===== src/rtl/result_reader_pkg.sv =====
// Shared constants and FSM encoding for the result SRAM reader and the
// write-back stage.
package result_reader_pkg;

    localparam int unsigned RESULT_W = 18;
    localparam int unsigned RAM_AW   = 8;

    typedef enum logic [2:0] {
        StIdle = 3'd0,
        StRd   = 3'd1,
        StWait = 3'd2,
        StSend = 3'd3,
        StDone = 3'd4
    } state_e;

endpackage


===== src/rtl/result_stats.sv =====
// Frame statistics: running maximum, index of the first maximum, and sum of
// every sampled value. Cleared at frame start, held until the next clear.
module result_stats #(
    parameter int unsigned DATA_W = 18,
    parameter int unsigned IDX_W  = 8
) (
    input  logic                clk,
    input  logic                rst,
    input  logic                clear,
    input  logic                sample,
    input  logic [DATA_W-1:0]   value,
    input  logic [IDX_W-1:0]    idx,
    output logic [DATA_W-1:0]   max_val,
    output logic [IDX_W-1:0]    max_idx,
    output logic [DATA_W+7:0]   sum
);

    localparam int unsigned SumW = DATA_W + 8;

    logic [DATA_W-1:0] max_val_q, max_val_d;
    logic [IDX_W-1:0]  max_idx_q, max_idx_d;
    logic [SumW-1:0]   sum_q, sum_d;

    always_comb begin
        max_val_d = max_val_q;
        max_idx_d = max_idx_q;
        sum_d     = sum_q;
        if (clear) begin
            max_val_d = '0;
            max_idx_d = '0;
            sum_d     = '0;
        end else if (sample) begin
            sum_d = sum_q + SumW'(value);
            // Strict compare keeps the earliest index on ties.
            if (idx == '0 || value > max_val_q) begin
                max_val_d = value;
                max_idx_d = idx;
            end
        end
    end

    always_ff @(posedge clk) begin
        if (rst) begin
            max_val_q <= '0;
            max_idx_q <= '0;
            sum_q     <= '0;
        end else begin
            max_val_q <= max_val_d;
            max_idx_q <= max_idx_d;
            sum_q     <= sum_d;
        end
    end

    assign max_val = max_val_q;
    assign max_idx = max_idx_q;
    assign sum     = sum_q;

endmodule


===== src/rtl/result_reader.sv =====
// Reads one frame of results from the result SRAM on start and streams each
// word over valid/ready, accumulating max, argmax and sum for the host.
module result_reader
    import result_reader_pkg::*;
#(
    parameter int unsigned NUM_WORDS = 16,
    parameter int unsigned BASE_ADDR = 0,
    parameter int unsigned DATA_W    = RESULT_W
) (
    input  logic                clk,
    input  logic                rst,
    input  logic                start,
    output logic                ram_cs_n,
    output logic                ram_we_n,
    output logic [RAM_AW-1:0]   ram_addr,
    input  logic [31:0]         ram_rdata,
    output logic                out_valid,
    input  logic                out_ready,
    output logic [DATA_W-1:0]   out_data,
    output logic                out_last,
    output logic                busy,
    output logic                done,
    output logic [DATA_W-1:0]   max_val,
    output logic [RAM_AW-1:0]   max_idx,
    output logic [DATA_W+7:0]   sum
);

    localparam logic [RAM_AW-1:0] LastIdx  = RAM_AW'(NUM_WORDS - 1);
    localparam logic [RAM_AW-1:0] BaseAddr = RAM_AW'(BASE_ADDR);

    state_e            state_q, state_d;
    logic [RAM_AW-1:0] idx_q, idx_d;
    logic [DATA_W-1:0] out_data_q, out_data_d;
    logic              out_valid_q, out_valid_d;
    logic              out_last_q, out_last_d;
    logic              stats_clear;
    logic              xfer;

    always_comb begin
        state_d     = state_q;
        idx_d       = idx_q;
        out_data_d  = out_data_q;
        out_valid_d = out_valid_q;
        out_last_d  = out_last_q;
        stats_clear = 1'b0;
        xfer        = 1'b0;
        unique case (state_q)
            StIdle: begin
                if (start) begin
                    idx_d       = '0;
                    stats_clear = 1'b1;
                    state_d     = StRd;
                end
            end
            StRd: begin
                state_d = StWait;
            end
            StWait: begin
                // Read data is valid exactly one cycle after the select.
                out_data_d  = ram_rdata[DATA_W-1:0];
                out_valid_d = 1'b1;
                out_last_d  = (idx_q == LastIdx);
                state_d     = StSend;
            end
            StSend: begin
                if (out_ready) begin
                    xfer        = 1'b1;
                    out_valid_d = 1'b0;
                    out_last_d  = 1'b0;
                    if (out_last_q) begin
                        state_d = StDone;
                    end else begin
                        idx_d   = idx_q + 1'b1;
                        state_d = StRd;
                    end
                end
            end
            StDone: begin
                state_d = StIdle;
            end
            default: begin
                state_d = StIdle;
            end
        endcase
    end

    always_ff @(posedge clk) begin
        if (rst) begin
            state_q     <= StIdle;
            idx_q       <= '0;
            out_data_q  <= '0;
            out_valid_q <= 1'b0;
            out_last_q  <= 1'b0;
        end else begin
            state_q     <= state_d;
            idx_q       <= idx_d;
            out_data_q  <= out_data_d;
            out_valid_q <= out_valid_d;
            out_last_q  <= out_last_d;
        end
    end

    result_stats #(
        .DATA_W (DATA_W),
        .IDX_W  (RAM_AW)
    ) u_stats (
        .clk     (clk),
        .rst     (rst),
        .clear   (stats_clear),
        .sample  (xfer),
        .value   (out_data_q),
        .idx     (idx_q),
        .max_val (max_val),
        .max_idx (max_idx),
        .sum     (sum)
    );

    if (DATA_W < 32) begin : g_unused
        logic unused_rdata_hi;
        assign unused_rdata_hi = ^ram_rdata[31:DATA_W];
    end

    assign ram_cs_n  = (state_q != StRd);
    assign ram_we_n  = 1'b1;
    assign ram_addr  = (state_q == StRd) ? (BaseAddr + idx_q) : '0;
    assign out_valid = out_valid_q;
    assign out_data  = out_data_q;
    assign out_last  = out_last_q;
    assign busy      = (state_q == StRd) || (state_q == StWait) || (state_q == StSend);
    assign done      = (state_q == StDone);

endmodule


===== config.mk =====
export PLATFORM = sky130hd
export DESIGN_NAME = result_reader
export DESIGN_NICKNAME = d
export VERILOG_FILES = /design/src/rtl/result_reader_pkg.sv /design/src/rtl/result_stats.sv /design/src/rtl/result_reader.sv
export SDC_FILE = /design/constraint.sdc
export NUM_CORES = 1
export LEC_CHECK = 0
export CAP_MARGIN = 20
export CORE_UTILIZATION = 44
export DETAILED_ROUTE_END_ITERATION = 8
export GPL_TIMING_DRIVEN = 0
export PLACE_DENSITY = 0.74
export REMOVE_ABC_BUFFERS = 1
export SLEW_MARGIN = 20
export SYNTH_ARGS = -nofsm -noshare
export SYNTH_HDL_FRONTEND = slang
export SYNTH_HIERARCHICAL = 1
export SYNTH_SLANG_ARGS = --single-unit
export TNS_END_PERCENT = 5

===== constraint.sdc =====
create_clock -name clk -period 2.25 [get_ports clk]
set_input_delay 0.3375 -clock clk [delete_from_list [all_inputs] [get_ports clk]]
set_output_delay 0.3375 -clock clk [all_outputs]
set_load 0.1 [all_outputs]

# Yosys cells after proc, flatten, opt, wreduce, memory -nomap -nowiden

Cells that the tools add are included.

Memories: 0
Bits of input ports: 36
Output and inout port bits: 84
Bits in writable memories: 0
Register bits after elaboration: 83
Word-level logic and storage cells: 48
Bits in read-only memories: 0
Latch bits: 0

Equal/unequal tests: 9
Divide/modulo/power cells: 0
Multiplexer cells: 16
Bitwise gates (word level): 0
Order comparisons: 1
Multiply operators: 0
Add/subtract/negate cells: 2
Reductions and logical operators: 12
Shift operators: 0

Operators by type and width:

| operator                                              | number |
|---|---|
| two-way mux 8 bit                                     | 4 |
| adder 26 x 18 -> 26 bit                               | 1 |
| greater-than comparator 18 bit                        | 1 |
| one-hot mux 8 bit (2 select lines)                    | 1 |
| one-hot mux 3 bit (4 select lines)                    | 1 |
| two-way mux 3 bit                                     | 3 |
| adder 8 x 1 -> 8 bit, second input constant           | 1 |
| == test 8 x 4 -> 1 bit, second input constant         | 1 |
| zero test 8 bit                                       | 1 |
| == test 3 x 2 -> 1 bit, second input constant         | 2 |
| inequality test 2 bit, second input constant          | 3 |
| AND reduction 2 bit                                   | 3 |
| two-way mux 1 bit                                     | 5 |
| one-hot mux 1 bit (2 select lines)                    | 2 |
| AND reduction 4 bit                                   | 1 |
| nonzero test 2 bit                                    | 2 |
| == test 3 x 1 -> 1 bit, second input constant         | 1 |
| == test 3 bit, second input constant                  | 1 |
| zero test 3 bit                                       | 1 |
| logical OR 1 bit                                      | 3 |
| inequality test 3 x 1 -> 1 bit, second input constant | 1 |
| OR reduction 2 bit                                    | 1 |

# Longest topological paths before layout

Depth after elaboration: 4
Depth in mapped cells: 10
Gate-level depth less buffers: 9

# Cells and area by module

Netlist, hierarchy kept.

Modules (own cells, without submodules):

| module        | sequential area each (um2) | cells each | times used | area an instance (um2) |
|---|---|---|---|---|
| result_stats  | 1041.0                     | 507        | 1          | 3997.6 |
| result_reader | 620.6                      | 168        | 1          | 1370.1 |

# Worst setup path after synthesis

OpenSTA, ideal clock, no wires.

Path kind: register to register
From: register out_data_q[15] (netlist: out_data[15])
To: register u_stats.max_idx_q[4] (netlist: u_stats/max_idx[4])
Buffers on the path: 2
Data required time: 2.123 ns
Data arrival time: 2.779 ns
Clock period less this slack: 2.907 ns
Setup time: 0.127 ns
Setup slack: -0.657 ns
Stages on the path, launching flop included: 10
Path through: dfxtp_1 > ha_1 > a21o_1 > a21o_1 > a221o_1 > a21oi_1 > buf_2 > buf_4 > mux2i_1 > o211ai_1

Word-level cells in the longest chain between the ends: 3

RTL lines:

| element                              | RTL line            | source |
|---|---|---|
| start, declared                      | result_reader.sv:33 | `logic [DATA_W-1:0] out_data_q, out_data_d;` |
| start signal, assigned               | result_reader.sv:97 | `out_data_q <= out_data_d;` |
| greater-than comparator 18 bit       | result_stats.sv:35  | `if (idx == '0 \|\| value > max_val_q) begin` |
| logical OR 1 bit                     | result_stats.sv:35  |  |
| AND reduction 2 bit (no source line) | --                  |  |
| end signal, assigned                 | result_stats.sv:49  | `max_idx_q <= max_idx_d;` |
| end, declared                        | result_stats.sv:21  | `logic [IDX_W-1:0] max_idx_q, max_idx_d;` |

Every way passes these cells.
A chain may end at the register's enable or synchronous reset.

# Worst setup path in the final report

From: register out_data_q[15] (netlist: out_data[15])
To: register u_stats.max_val_q[5] (netlist: u_stats/max_val[5])

Word-level cells in the longest chain between the ends: 3

RTL lines:

| element                              | RTL line           | source |
|---|---|---|
| greater-than comparator 18 bit       | result_stats.sv:35 |  |
| logical OR 1 bit                     | result_stats.sv:35 |  |
| AND reduction 2 bit (no source line) | --                 |  |
| end signal, assigned                 | result_stats.sv:48 | `max_val_q <= max_val_d;` |
| end, declared                        | result_stats.sv:20 | `logic [DATA_W-1:0] max_val_q, max_val_d;` |

Every way passes these cells.

==> metrics.md <==
| Metric | Value |
|---|---|
| Cells after Synth | 675 |
| # hold bufs at CTS | 0 |
| Global-route wire length before repair | 25300 um |
| Clock tree buffer depth | 2 |
| Initial core utilization | 46.0% |
| Site Rows | 39 |
| Slew @ Worst Pin | 1.05 ns |
| Width of the die | 112 um |
| Final Setup Violations | 1 |
| TritonCTS clock tree | built |
| RR Startpoint | out_data[15]$_SDFFE_PP0P_ |
| Synth Cell Area | 5370 um^2 |
| Main synth FF type | dfxtp_1 |
| WP data required | 2.45 ns |
| Crit-path max FO | 8 |
| Endpoint, Worst Hold | u_stats/sum[25]$_SDFFE_PP0P_ |
| FF+latch count, synth | 83 |
| Pre-CTS setup slack | -0.901 ns |
| Port-buffer cells | 104 |
| Final period util | 102% |
| Crit end category | flip-flop |
| Layout area overhead | 34.5% |
| WL/cell | 17.5 um |
| DR vias | 5436 |
| Critical Path AT | 2.49 ns |
| Initial antenna violation count | 0 |
| Setup ws final | -0.0447 ns |
| Largest net degree at the start of global routing | 33 |
| Ant. Diodes | 0 |
| Placer Congestion | 0.859 |
| Leak | 0.00313 uW |
| Distinct cells, synth | 67 |
| Final Max Tran Viols | 0 |
| ANT nets after route | 0 |
| Slew margin rel. | 29.8% |
| Final hold vios | 0 |
| Crit path max-delay family | compound AO/OA/AOI/OAI gates |
| PD cells | 562 nW/um^2 |
| TritonCTS buffer count | 9 |
| Synth Area in XOR/XNOR | 2.12% |
| Layout Skew | 0.00855 ns |
| Ys Warns | 6 |
| Post-synthesis sequential area ratio | 31.0% |
| Worst path most repeated cell | a21o_1 |
| Drt via density | 5.85 |
| Fin crit period | 2.29 ns |
| Die area | 12600 um^2 |
| WHS Path Cells | 2 |
| Remaining DRCs | 0 |
| Layout Nets | 855 |
| Vias in the first global route | 5089 |
| Post-synth EDFFs | 0 |
| WS Path Type | reg2reg |
| Clk slew on worst S/H paths | 0.07 ns |
| Hold path start | u_stats/sum[25]$_SDFFE_PP0P_ |
| Slowest stage cell, crit path | dfxtp_4 |
| Post-synthesis simple-gate area fraction | 23.5% |
| Buf/Inv on CP | 1 |
| Syn Area/Cell | 7.95 um^2 |
| Worst hold path class | reg2reg |
| Skew-Pair Late Insertion Delay | 0.35 ns |
| Reg2Reg Depth | 8 |
| Worst VDD drop | 0.000362 V |
| Final global-route overflow total | 0 |
| Core area | 11700 um^2 |
| FF-to-FF setup slack | -0.04 ns |
| Overall routing resource usage | 25.0% |
| Post-DP HPWL | 10800 um |
| Max Cap Viol | 0 |
| Asr flop ratio synth | 0% |
| RSZ-0062 raised after global routing | yes |
| DR iter-0 viols | 400 |
| Fmax | 436 MHz |
| Combinational family with the most area after synthesis | simple AND/OR/NAND/NOR gates |
| Drt pass-1 iters | 5 |
| Share of layout cells above drive strength 1 | 16.2% |
| Root Buffer | clkbuf_16 |
| Kind of start point of the critical path | flip-flop |
| Boundary Pins | 120 |
| Post-Synth Adder-Cell Area | 9.00% |
| Mux cell area share after synthesis | 7.30% |
| Post-synthesis compound-gate area fraction | 21.1% |
| Cell Count, Final, Fillers Out | 929 |
| Status | finished, violations left |
| Die height | 112 um |
| Slowest cell delay on critical path | 0.38 ns |
| Crit path cell chain | ha_4 > a21o_1 > a21o_1 > a221o_1 > a21oi_4 > clkbuf_16 > mux2i_1 > o211ai_1 |
| Failing checks | negative setup slack |
| Post-Route WL | 16200 um |
| CTS Sinks | 83 |
| Reg2reg end | u_stats/max_val[5]$_SDFFE_PP0P_ |
| Dpl cells | 889 |
| CTS H-tree depth | 3 |
-- worst reg2reg max path, cell delays in order (launching register included) --
cell and delay (ns):
dfxtp_4 0.38, ha_4 0.24, a21o_1 0.18, a21o_1 0.17
a221o_1 0.36, a21oi_4 0.23, clkbuf_16 0.22, mux2i_1 0.24
o211ai_1 0.14
-- routing by layer --
layer	wire (um)	track usage, %
met2	8000	42.8
met1	6890	30.4
met5	0	0
met4	260	8.36
met3	1060	6.59
-- registers in the layout, summed over array words and instances, names as in the netlist --
register         count
out_data            18
out_valid            1
u_stats/sum         26
out_last             1
u_stats/max_val     18
idx_q                8
u_stats/max_idx      8
state_q              3
-- where the power goes --
group,switching [uW],total [uW],internal (uW)
clock network,611,1500,885
logic,692,1000,310
registers,59.3,1560,1500
total,1360,4060,2700
-- synthesized netlist by cell type, types with 6 or more instances --
master / instances / share of area [%]
nand3_1: 13 / 1.2
dfxtp_1: 83 / 31
nand4_1: 8 / 0.93
o211ai_1: 29 / 4.1
nor2_1: 33 / 2.3
o21ai_1: 11 / 1.0
a21oi_1: 77 / 7.2
a211oi_1: 8 / 1.1
mux2i_1: 38 / 7.1
nand2_1: 115 / 8.0
ha_1: 37 / 8.6
xnor2_1: 10 / 1.6
a21o_1: 10 / 1.4
and3_1: 30 / 3.5
o21ai_0: 13 / 1.2
clkbuf_1: 22 / 1.5
and2_1: 11 / 1.3
inv_1: 30 / 2.1
buf_2: 9 / 0.84
nor3_1: 6 / 0.56
-- through the flow --
stage	util [%]	TNS, ns	power (uW)	cell area, um^2	hold slack (ns)
floorplan	-	-66.27	2130	5160	0.407
global placement	54.7	-118.56	2380	6380	0.462
detailed placement	56.2	-29.27	2470	6550	0.479
CTS	59.4	-0.707	3990	6930	0.493
global route	61.9	-0.256	4210	7220	0.501
finish	61.9	-0.0447	4060	7220	0.484
-- repair_timing --
| item | CTS | global route |
|---|---|---|
| pin swaps | 7 | 13 |
| gates resized for setup | 81 | 69 |
| setup buffers | 11 | 8 |
| cloned | 3 | 2 |
| endpoints found under the setup margin | 76 | 72 |
-- cells in the final DEF, fill, tap and decap left out, types with 4 or more instances in the layout --
cell and n:
nor2b_1 4, and3_1 30, ha_2 5, o21ai_1 10
clkbuf_16 10, a21o_1 10, and2_1 10, inv_1 28
nand4_1 8, clkdlybuf4s50_1 54, nand3_1 13, or3_1 5
dfxtp_2 17, a211oi_2 4, nor3_1 5, o21ai_0 11
buf_4 21, mux2i_1 37, nand3b_1 5, nor2_1 31
dfxtp_1 64, dlygate4sd2_1 22, dlymetal6s2s_1 16, nand2_1 114
xnor2_1 10, o31ai_1 4, o211ai_1 29, a21oi_1 73
buf_2 9, ha_1 29
-- area by class of cell --
type	count	area [um^2]
timing repair buffer	131	1300
fill	984	4450
sequential	83	1690
timing repair inverter	1	5.00
tap	143	179
inverter	30	116
clock inverter	5	52.6
clock buffer	11	243
multi-input combinational	525	3630
-- worst max-delay path by stage --
stage / start / end / slack [ns] / cells after the start
after floorplan: out_data[15]$_SDFFE_PP0P_ / u_stats/max_idx[0]$_SDFFE_PP0P_ / -2.18 / 7
after global placement: rst / u_stats/sum[17]$_SDFFE_PP0P_ / -3.32 / 4
after detailed placement: out_ready / u_stats/max_idx[0]$_SDFFE_PP0P_ / -0.90 / 8
after CTS: out_data[0]$_SDFFE_PP0P_ / u_stats/sum[14]$_SDFFE_PP0P_ / -0.12 / 8
after global routing: out_data[15]$_SDFFE_PP0P_ / u_stats/sum[19]$_SDFFE_PP0P_ / -0.07 / 7
final: out_data[15]$_SDFFE_PP0P_ / u_stats/max_val[5]$_SDFFE_PP0P_ / -0.04 / 8
-- cells by family after synthesis --
kind of cell | count (synthesis)
compound gates | 178
xor+xnor | 13
fa+ha+maj | 38
buf+inv | 70
flops | 83
mux | 39
other cells | 1
simple gates | 253
No activity file was read; power rests on OpenSTA's default activity.
